$ cat src/rtl/serial_add_pkg.sv
// Shared FSM state encoding and small helpers for the bit-serial adder.
// Latency: n/a (declarations only).
// Backpressure: n/a (declarations only).
package serial_add_pkg;

  // Two-bit state encoding; the fourth code is unreachable and recovers to IDLE.
  typedef logic [1:0] state_t;

  localparam logic [1:0] IDLE = 2'd0;
  localparam logic [1:0] RUN  = 2'd1;
  localparam logic [1:0] DONE = 2'd2;

  // Legal operand width range.
  localparam int MIN_WIDTH = 2;
  localparam int MAX_WIDTH = 32;

  // Bit-counter width for a given operand width. The legal range starts at 2,
  // so $clog2 never returns 0 here. The clamp keeps an illegal width from
  // producing a zero-width vector before the range check in the top fires.
  function automatic int cnt_width(input int width);
    int w;
    w = $clog2(width);
    if (w < 1) begin
      w = 1;
    end
    return w;
  endfunction

endpackage

$ cat src/rtl/serial_add_ctrl_fa_cell.sv
// Single-bit full adder, gate-level XOR sum and AND/OR majority carry.
// Latency: purely combinational, zero cycles.
// Backpressure: none; output always valid for the current inputs.
//
// Ports:
//   a, b   - operand bits
//   c_in   - carry into this bit position
//   s      - sum bit
//   c_out  - carry out of this bit position
module fa_cell (
  input  logic a,
  input  logic b,
  input  logic c_in,
  output logic s,
  output logic c_out
);

  logic ab_x;
  logic ab_a;
  logic ac_a;
  logic bc_a;

  assign ab_x  = a ^ b;
  assign s     = ab_x ^ c_in;

  // Carry is the majority of the three inputs.
  assign ab_a  = a & b;
  assign ac_a  = a & c_in;
  assign bc_a  = b & c_in;
  assign c_out = ab_a | ac_a | bc_a;

endmodule

$ cat src/rtl/serial_add_ctrl.sv
// Bit-serial adder: one shared full-adder cell, LSB first, one bit per clock.
// Latency: start accepted at edge k, done pulses in the cycle after edge k+WIDTH.
// Backpressure: start is only sampled while ready=1; RUN/DONE ignore all inputs.
//
// Ports:
//   clk    - sole clock, rising edge
//   rst    - asynchronous active-high reset
//   start  - begin an addition (sampled only in IDLE)
//   a, b   - addends, captured on the accepting edge
//   c_in   - carry-in, captured on the accepting edge
//   ready  - high in IDLE only
//   busy   - high in RUN only
//   done   - one-cycle pulse in DONE
//   s      - sum, held from DONE until the next accepted start
//   c_out  - final carry-out, only written on the last bit
module serial_add_ctrl #(
  parameter int WIDTH = 8
) (
  input  logic             clk,
  input  logic             rst,
  input  logic             start,
  input  logic [WIDTH-1:0] a,
  input  logic [WIDTH-1:0] b,
  input  logic             c_in,
  output logic             ready,
  output logic             busy,
  output logic             done,
  output logic [WIDTH-1:0] s,
  output logic             c_out
);

  import serial_add_pkg::*;

  localparam int              CW   = cnt_width(WIDTH);
  localparam logic [CW-1:0]   LAST = CW'(WIDTH - 1);

  // Elaboration-time guard on the operand width.
  if (WIDTH < MIN_WIDTH || WIDTH > MAX_WIDTH) begin : g_width_check
    $error("serial_add_ctrl: WIDTH out of range");
  end

  state_t           state;
  state_t           state_nxt;
  logic [CW-1:0]    cnt;
  logic             carry;
  logic [WIDTH-1:0] sh_a;
  logic [WIDTH-1:0] sh_b;
  logic             last_bit;
  logic             fa_s;
  logic             fa_c;

  // The only arithmetic in the design: fed from the operand LSBs and the
  // carry flop every cycle; its outputs are only consumed in RUN.
  fa_cell u_fa (
    .a     (sh_a[0]),
    .b     (sh_b[0]),
    .c_in  (carry),
    .s     (fa_s),
    .c_out (fa_c)
  );

  assign last_bit = (cnt == LAST);

  // Status outputs decode straight from the state register so that reset
  // forces them without waiting for a clock edge.
  assign ready = (state == IDLE);
  assign busy  = (state == RUN);
  assign done  = (state == DONE);

  always_comb begin
    state_nxt = state;
    case (state)
      IDLE: begin
        if (start) begin
          state_nxt = RUN;
        end
      end
      RUN: begin
        if (last_bit) begin
          state_nxt = DONE;
        end
      end
      DONE: begin
        state_nxt = IDLE;
      end
      default: begin
        state_nxt = IDLE;
      end
    endcase
  end

  always_ff @(posedge clk or posedge rst) begin
    if (rst) begin
      state <= IDLE;
      cnt   <= '0;
      carry <= 1'b0;
      sh_a  <= '0;
      sh_b  <= '0;
      s     <= '0;
      c_out <= 1'b0;
    end else begin
      state <= state_nxt;
      case (state)
        IDLE: begin
          if (start) begin
            sh_a  <= a;
            sh_b  <= b;
            carry <= c_in;
            cnt   <= '0;
          end
        end
        RUN: begin
          sh_a  <= {1'b0, sh_a[WIDTH-1:1]};
          sh_b  <= {1'b0, sh_b[WIDTH-1:1]};
          // Sum bits enter at the MSB; after WIDTH shifts bit 0 lands in s[0].
          s     <= {fa_s, s[WIDTH-1:1]};
          carry <= fa_c;
          if (last_bit) begin
            // Counter saturates on the final bit instead of wrapping, and
            // c_out keeps the previous result until this edge.
            c_out <= fa_c;
          end else begin
            cnt <= cnt + CW'(1);
          end
        end
        default: begin
          // DONE and the unreachable code leave the datapath untouched so
          // the result is held.
        end
      endcase
    end
  end

endmodule

$ cat config.mk
export PLATFORM = sky130hd
export DESIGN_NAME = serial_add_ctrl
export DESIGN_NICKNAME = d
export VERILOG_FILES = /design/src/rtl/serial_add_pkg.sv /design/src/rtl/serial_add_ctrl_fa_cell.sv /design/src/rtl/serial_add_ctrl.sv
export SDC_FILE = /design/constraint.sdc
export NUM_CORES = 1
export LEC_CHECK = 0
export CORE_MARGIN = 5
export CORE_UTILIZATION = 40
export CTS_CLUSTER_SIZE = 12
export DETAILED_ROUTE_END_ITERATION = 8
export PLACE_DENSITY = 0.66
export SLEW_MARGIN = 20
export SYNTH_ARGS = -nofsm -noshare
export SYNTH_HDL_FRONTEND = slang
export SYNTH_SLANG_ARGS = --single-unit
export TNS_END_PERCENT = 30
$ cat constraint.sdc
create_clock -name clk -period 1.3 [get_ports clk]
set_input_delay 0.325 -clock clk [delete_from_list [all_inputs] [get_ports clk]]
set_output_delay 0.325 -clock clk [all_outputs]
set_load 0.02 [all_outputs]
Word-level counts from Yosys, hierarchy flattened
Index checks and enable logic that the tools add are counted.

word-level totals
  register bits = 31
  bits in latches = 0
  RAM bits = 0
  ROM bits = 0
  output and inout port bits = 12
  word-level logic and storage cells = 39
  memories = 0

operators by class
  add/sub/neg operators = 1
  multipliers = 0
  div/mod/pow operators = 0
  order comparisons = 0
  equal/unequal tests = 6
  shift operators = 0
  multiplexer cells = 12
  bitwise gates (word level) = 7
  reduce and logical (&&, ||, !) cells = 6

operator list
  operator                                                               count
  8-bit case mux with 2 select lines                                     2
  8-bit 2-to-1 mux                                                       2
  3-bit 2-to-1 mux                                                       2
  3-bit case mux with 2 select lines                                     1
  2-bit AND reduction                                                    3
  2-bit 2-to-1 mux                                                       2
  2-bit != test, second input constant                                   2
  2-bit case mux with 2 select lines                                     1
  3-bit by 1-bit adder with 3-bit output, second input constant          1
  1-bit bitwise AND                                                      3
  3-bit equality test, second input constant                             1
  3-bit AND reduction                                                    1
  2-bit by 1-bit equality test with 1-bit output, second input constant  1
  2-bit equality test, second input constant                             1
  2-bit zero test                                                        1
  2-bit by 1-bit != test with 1-bit output, second input constant        1
  1-bit OR                                                               2
  1-bit case mux with 2 select lines                                     1
  2-bit nonzero test                                                     1
  1-bit XOR                                                              2
  1-bit 2-to-1 mux                                                       1

Longest topological paths before layout
Gate-level depths: netlist (run 1).

  depth in word-level cells = 4
  depth in mapped cells = 4
  depth with buffers taken out = 4

Hierarchy
A second synthesis (run 1) with hierarchy kept.

unflattened totals
  cell total of the unflattened synthesis = 140
  area total of the unflattened synthesis = 1413.9 sq um

by module, submodules not included
  module           times used  cells an instance  area an instance (sq um)  sequential area each (sq um)
  serial_add_ctrl  1           139                1393.8                    775.7
  fa_cell          1           1                  20.0                      0.0

Worst setup path after synthesis (run 1)
No wires, ideal clock.

  path kind = register -> output
  from = reg state[1]
  to = out done
  arrival = 1.075 ns
  required time = 0.975 ns
  path slack = -0.100 ns
  stages on the path, launching flop included = 4
  path through = dfrtp_1 -> buf_6 -> clkbuf_1 -> nor2b_1

on the way
  longest elaborated chain between the ends = 1

ends and longest elaborated chain
  item                      line                    text
  start: declaration        serial_add_ctrl.sv:42   state_t state;
  start signal: assignment  serial_add_ctrl.sv:102  state <= state_nxt;
  2-bit equality test       serial_add_ctrl.sv:68   assign done = (state == DONE);
  end: declaration          serial_add_ctrl.sv:27   output logic done,

Every way passes these cells.

Worst setup path in the final report (run 1)
Same ends and word-level chain as after synthesis.

==> metrics.yaml, run 1 <==
run_status:
  violations: "setup timing"
  status: "finished, violations left"
global_routing:
  grt_pass1_vias: 1380
  grt_max_degree: 32
  overflow: 0
  grt_pass1_wl_um: 6420
  antenna_found_initial: 0
  grt_usage: 0.154
timing:
  rsz0062_at_grt: "yes"
  finalCriticalPeriod_ps: 1420
  fin_ws_ps: -116
  fmax_mhz: 706
  tightest_slew_ps: 283
  finalSetupTns_ps: -1290
  drv_slew: 0
  period_share: 1.09
  fin_skew_ps: 5.04
  hold_viol_final: 0
  setup-violations-final: 24
  relSlewSlack: 0.809
worst_setup_path:
  cpLargestDelayFamily: "flip-flops"
  worst_ep_required_time_ps: 980
  cp-endpoint: "done"
  reg2reg_to: "cnt[2]"
  critPathArrivalTime_ps: 1090
  path_buf_inv: 1
  crit-reg2reg-launch: "state[1]"
  r2r_slack_ps: -80
  ff2ff_path_depth: 4
  crit_slowest_cell: "dfrtp_2"
  path_class: "reg -> out"
  slowest_delay_ps: 500
  crit_path_max_fanout: 7
  cp-end-kind: "output port"
  cp.depth: 2
  cp-start-kind: "flip-flop"
  startpoint: "state[1]"
  path_cells: "nor2b_4 -> buf_6"
die:
  fp.dieArea_sq_um: 5660
  pin_count: 32
  initial_core_util: 0.419
  die_w_um: 75.2
  rows: 23
  die_y_um: 75.2
  core-area_sq_um: 4060
clock_tree:
  cts.root.buffer_cell: "clkbuf_8"
  hold_buffers: 0
  clock-sinks: 31
  worstSkewPairLatency_ps: 280
  clk_pin_slew_ps: 60
  numCtsBuffers: 5
  htreeDepth: 2
  cts_tree: "done"
  cts_buffer_depth: 2
detailed_routing:
  detail_route.vias_per_cell: 5.30
  wirelength_um: 3770
  antenna_left: 0
  drc: 0
  dr_total_vias: 1256
  wl_per_cell_um: 15.9
  first_pass_iters: 4
  drt_iter0_markers: 79
synth:
  syn_nets: 158
  synth_mux_area_frac: 0.0596
  ys_seq_area_frac: 0.456
  synth_area_leader_cell: "dfrtp_1"
  synthTopCellsByArea: "dfrtp_1, a221oi_2, nor4b_2"
  synth_warnings: 0
  syn_avg_cell_area_sq_um: 12.6
  synthCells: 135
  syn_area_sq_um: 1700
  synth_xor_xnor_area_share: 0
  synth_top_family_by_area: "simple AND/OR/NAND/NOR gates"
  yosys_register_bits: 31
  synth_compound_area_frac: 0.154
  yosys.area_share.simple: 0.199
  synthAdderAreaFrac: 0.0265
  synth_top_area_frac: 0.456
  synth.distinct_cells: 28
pwr:
  p_sw_mw: 1.97
  switching_share: 0.372
  irDropWorstVdd_mv: 0.850
  seq_power_share: 0.328
  power_leakage_nw: 1.07
  internal_power_mw: 3.33
  power.share.clock: 0.135
  power.total_mw: 5.31
  power_frac_comb: 0.537
  powerDensity_nw_per_um2: 2210
job:
  drv_cap: 0
layout:
  mostFrequentLayoutCells: "dfrtp_1, clkdlybuf4s50_1, inv_1"
  final_common_cell: "dfrtp_1"
  num-nets-final: 209
  drive_gt1_frac: 0.422
  n_antenna_cell: 0
  utilization: 0.591
  syn2layout_area_growth_pct: 41.0
place:
  gp_congestion: 0.743
  io_buffers: 31
  hpwl_um: 2510
worst_hold_path:
  hp-class: "in -> async"
==> registers in the layout (all words and copies together), names as in the netlist <==
signal  count
sh_b        8
c_out       1
s           8
state       2
cnt         3
sh_a        8
carry       1
==> worst min-delay path by stage <==
stage                     from  endpoint  depth (start not counted)
after detailed placement  s[0]      s[0]                          1
after global routing       rst      s[7]                          3
final                      rst      s[7]                          3
after global placement    s[0]      s[0]                          1
after floorplan            rst     c_out                          1
after CTS                  rst      s[7]                          3
==> per-stage QoR <==
step | setup WS (ps) | area [sq um] | hold slack, ps | cells
6_report | -116 | 2400 | 383 | 237
5_1_grt | -172 | 2400 | 402 | 237
4_1_cts | -109 | 2360 | 388 | 236
3_5_place_dp | -281 | 2120 | 481 | 222
3_3_place_gp | -285 | 2120 | 473 | 222
2_1_floorplan | -19.6 | 1710 | 429 | 135
==> metal layers <==
layer	vias up	global-route usage	wire length (um)
met3	6	0.0521	227
met4	0	0.0563	57
met5	-	0	0
li1	588	-	-
met1	626	0.190	1680
met2	36	0.250	1810
==> synth_stat cells, drive strengths merged <==
library cell / count
and3: 3
ha: 2
o21bai: 1
buf: 11
inv: 18
a211oi: 3
nand3b: 1
nand2b: 2
dfrtp: 31
a32o: 2
nor4bb: 2
clkbuf: 1
nor4b: 14
nor2b: 4
a221oi: 10
nor3b: 3
fa: 1
nor2: 11
a21oi: 1
a211o: 3
a222oi: 2
mux2: 9
==> cell families after synthesis <==
family                   after synthesis
AO/OA/AOI/OAI                         22
adder cells (fa/ha/maj)                3
buffers and inverters                 30
flip-flops                            31
multiplexers                           9
AND/OR/NAND/NOR                       40
==> what timing repair did <==
item | CTS | global route
setup endpoints to repair | 41 | 38
setup buffers | 5 | 1
pin swaps | 16 | 2
cloned | 1 | 0
gates resized for setup | 56 | 15
==> worst reg2reg max path: stages (launching register included) <==
cell and delay, ps:
dfrtp_2 490, buf_4 180, bufbuf_16 270, nor4bb_2 260, a211o_1 130
==> area by class of cell <==
class                      instances  area (sq um)
clock inverter                     1          5.00
sequential                        31           778
timing repair buffer              56           566
multi-input combinational         74           843
inverter                          18          67.6
clock buffer                       7          76.3
tap                               50          62.6
fill                             320          1660
==> power by group through the flow <==
stage / Combinational, mW / Clock [mW] / Sequential [mW]
after global routing: 3.11 / 0.795 / 1.81
after global placement: 2.44 / 0 / 1.69
final: 2.85 / 0.715 / 1.74
after floorplan: 1.61 / 0 / 1.84
after CTS: 2.72 / 0.744 / 1.74
after detailed placement: 2.54 / 0 / 1.72
(Power assumes the default switching activity.)
==> run 2: changes to the inputs <==
--- a/config.mk
+++ b/config.mk
@@ -6,10 +6,10 @@
 export NUM_CORES = 1
 export LEC_CHECK = 0
 export CORE_MARGIN = 5
-export CORE_UTILIZATION = 40
+export CORE_UTILIZATION = 45
 export CTS_CLUSTER_SIZE = 12
 export DETAILED_ROUTE_END_ITERATION = 8
-export PLACE_DENSITY = 0.66
+export PLACE_DENSITY = 0.73
 export SLEW_MARGIN = 20
 export SYNTH_ARGS = -nofsm -noshare
 export SYNTH_HDL_FRONTEND = slang
==> run 2 against run 1 <==
Compared with the run above:
- the flow still finishes with violations (setup timing)
- design area about the same
- setup slack improved by 2.1 ps
- clock skew rose by 1.2 ps
- critical endpoint unchanged
- utilization is 6.4 points higher
- sequential power about the same
- count of clock-buffer cells in the layout shrank 1
- register-to-register slack barely moved
==> metrics.yaml, run 2 (synthesis gave the netlist of run 1 again) <==
detailed_routing:
  drc: 0  # unchanged
  wirelength_um: 3580  # was 3770 um
  antenna_left: 0  # unchanged
  first_pass_iters: 4  # unchanged
  drt_iter0_markers: 26  # was 79
  dr_total_vias: 1230  # was 1,256
  detail_route.vias_per_cell: 5.30  # about the same
  wl_per_cell_um: 15.4  # was 15.9 um
layout:
  final_common_cell: "dfrtp_1"  # unchanged
  reg_top3: "s x8, sh_a x8, sh_b x8"  # unchanged
  finalInstanceArea_sq_um: 2400  # about the same
  n_antenna_cell: 0  # unchanged
  syn2layout_area_growth_pct: 41.0  # about the same
  drive_gt1_frac: 0.418  # was 0.422
  mostFrequentLayoutCells: "dfrtp_1, clkdlybuf4s50_1, inv_1"  # unchanged
  num-nets-final: 207  # was 209
  fillers: 272  # was 320
timing:
  hold_viol_final: 0  # unchanged
  relSlewSlack: 0.773  # was 0.809
  fin_skew_ps: 6.23  # was 5.04 ps
  tightest_slew_ps: 336  # was 283 ps
  finalCriticalPeriod_ps: 1410  # was 1420 ps
  finalSetupTns_ps: -1280  # was -1290 ps
  fmax_mhz: 707  # was 706 MHz
  drv_slew: 0  # unchanged
  period_share: 1.09  # about the same
  fin_ws_ps: -114  # was -116 ps
  setup-violations-final: 23  # was 24
  rsz0062_at_grt: "yes"  # unchanged
pwr:
  irDropWorstVdd_mv: 0.993  # was 0.850 mV
  powerDensity_nw_per_um2: 2180  # was 2210 nW/um^2
  power_leakage_nw: 1.05  # was 1.07 nW
run_status:
  status: "finished, violations left"  # unchanged
  violations: "setup timing"  # unchanged
worst_setup_path:
  cp-start-kind: "flip-flop"  # unchanged
  critPathArrivalTime_ps: 1090  # about the same
  worst_ep_required_time_ps: 980  # about the same
  crit_path_max_fanout: 7  # unchanged
  cp-end-kind: "output port"  # unchanged
  path_class: "reg -> out"  # unchanged
place:
  gp_congestion: 0.724  # was 0.743
  io_buffers: 31  # unchanged
  hpwl_um: 2460  # was 2510 um
  placed_area_sq_um: 2150  # was 2120 sq um
die:
  fp.dieArea_sq_um: 5110  # was 5660 sq um
  die_y_um: 71.5  # was 75.2 um
  core-area_sq_um: 3660  # was 4060 sq um
  initial_core_util: 0.465  # was 0.419
  pin_count: 32  # unchanged
  die_w_um: 71.5  # was 75.2 um
  rows: 22  # was 23
clock_tree:
  clk_pin_slew_ps: 60  # about the same
  numCtsBuffers: 5  # unchanged
  worstSkewPairLatency_ps: 280  # about the same
  cts.root.buffer_cell: "clkbuf_8"  # unchanged
  cts_buffer_depth: 2  # unchanged
  htreeDepth: 2  # unchanged
  cts_tree: "done"  # unchanged
  clock-sinks: 31  # unchanged
worst_hold_path:
  hp-class: "in -> async"  # unchanged
global_routing:
  grt_pass1_wl_um: 6080  # was 6420 um
  grt_usage: 0.156  # was 0.154
  grt_max_degree: 32  # unchanged
  grt_pass1_vias: 1327  # was 1,380
  antenna_found_initial: 0  # unchanged
  overflow: 0  # unchanged
job:
  drv_cap: 0  # unchanged
==> run 2: power breakdown <==
| part | switching [mW] | internal, mW |
|---|---|---|
| Combinational | 1.30 | 1.45 |
| Sequential | 0.304 | 1.43 |
| Clock | 0.336 | 0.414 |
==> run 2: final timing paths <==
check,endpoint,slack (ps),cells past startpoint,start
min reg2reg,s[0],490,1,s[0]
max in group asynchronous,state[0],740,3,rst
max,done,-110,2,state[1]
max reg2reg,sh_b[4],-80,4,state[1]
min in group clk,s[0],490,1,s[0]
min,s[3],390,3,rst
==> run 2: per-stage QoR <==
step	hold slack (ps)	worst slack [ps]	power, mW	utilization	cells
6_report	389	-114	5.23	0.656	232
2_1_floorplan	429	-19.6	3.45	-	135
4_1_cts	396	-117	5.28	0.658	232
3_5_place_dp	482	-307	4.31	0.587	221
5_1_grt	418	-167	5.62	0.656	232
3_3_place_gp	470	-284	4.18	0.587	221
==> run 2: what timing repair did <==
action / CTS / global route
gates resized for setup: 60 / 10
cloned: 1 / 0
setup endpoints to repair: 42 / 37
pin swaps: 16 / 3
buffers inserted: 3 / 0
hold buffers: 0 / 0
==> run 2: final cells by class <==
| cell class | count | area (sq um) | share of cell area |
|---|---|---|---|
| Clock buffer | 6 | 82.6 | 0.0344 |
| Clock inverter | 1 | 5.00 | 0.00209 |
| Inverter | 18 | 67.6 | 0.0282 |
| Multi-Input combinational cell | 74 | 855 | 0.356 |
| Sequential cell | 31 | 778 | 0.324 |
| Tap cell | 48 | 60.1 | 0.0250 |
| Timing Repair Buffer | 54 | 552 | 0.230 |
==> run 2: metal layers <==
| metal | vias to the layer above | track usage | routed length (um) | share of wire |
|---|---|---|---|---|
| met1 | 606 | 0.170 | 1430 | 0.40 |
| li1 | 587 | - | - | - |
| met2 | 32 | 0.281 | 1880 | 0.53 |
| met3 | 5 | 0.0533 | 222 | 0.062 |
| met4 | 0 | 0.0564 | 45 | 0.013 |
| met5 | - | 0 | 0 | 0 |
==> run 2: worst max-delay path, cell delays in order (launching register included) <==
cell     delay [ps]
dfrtp_2         490
nor2b_4         190
buf_6           120
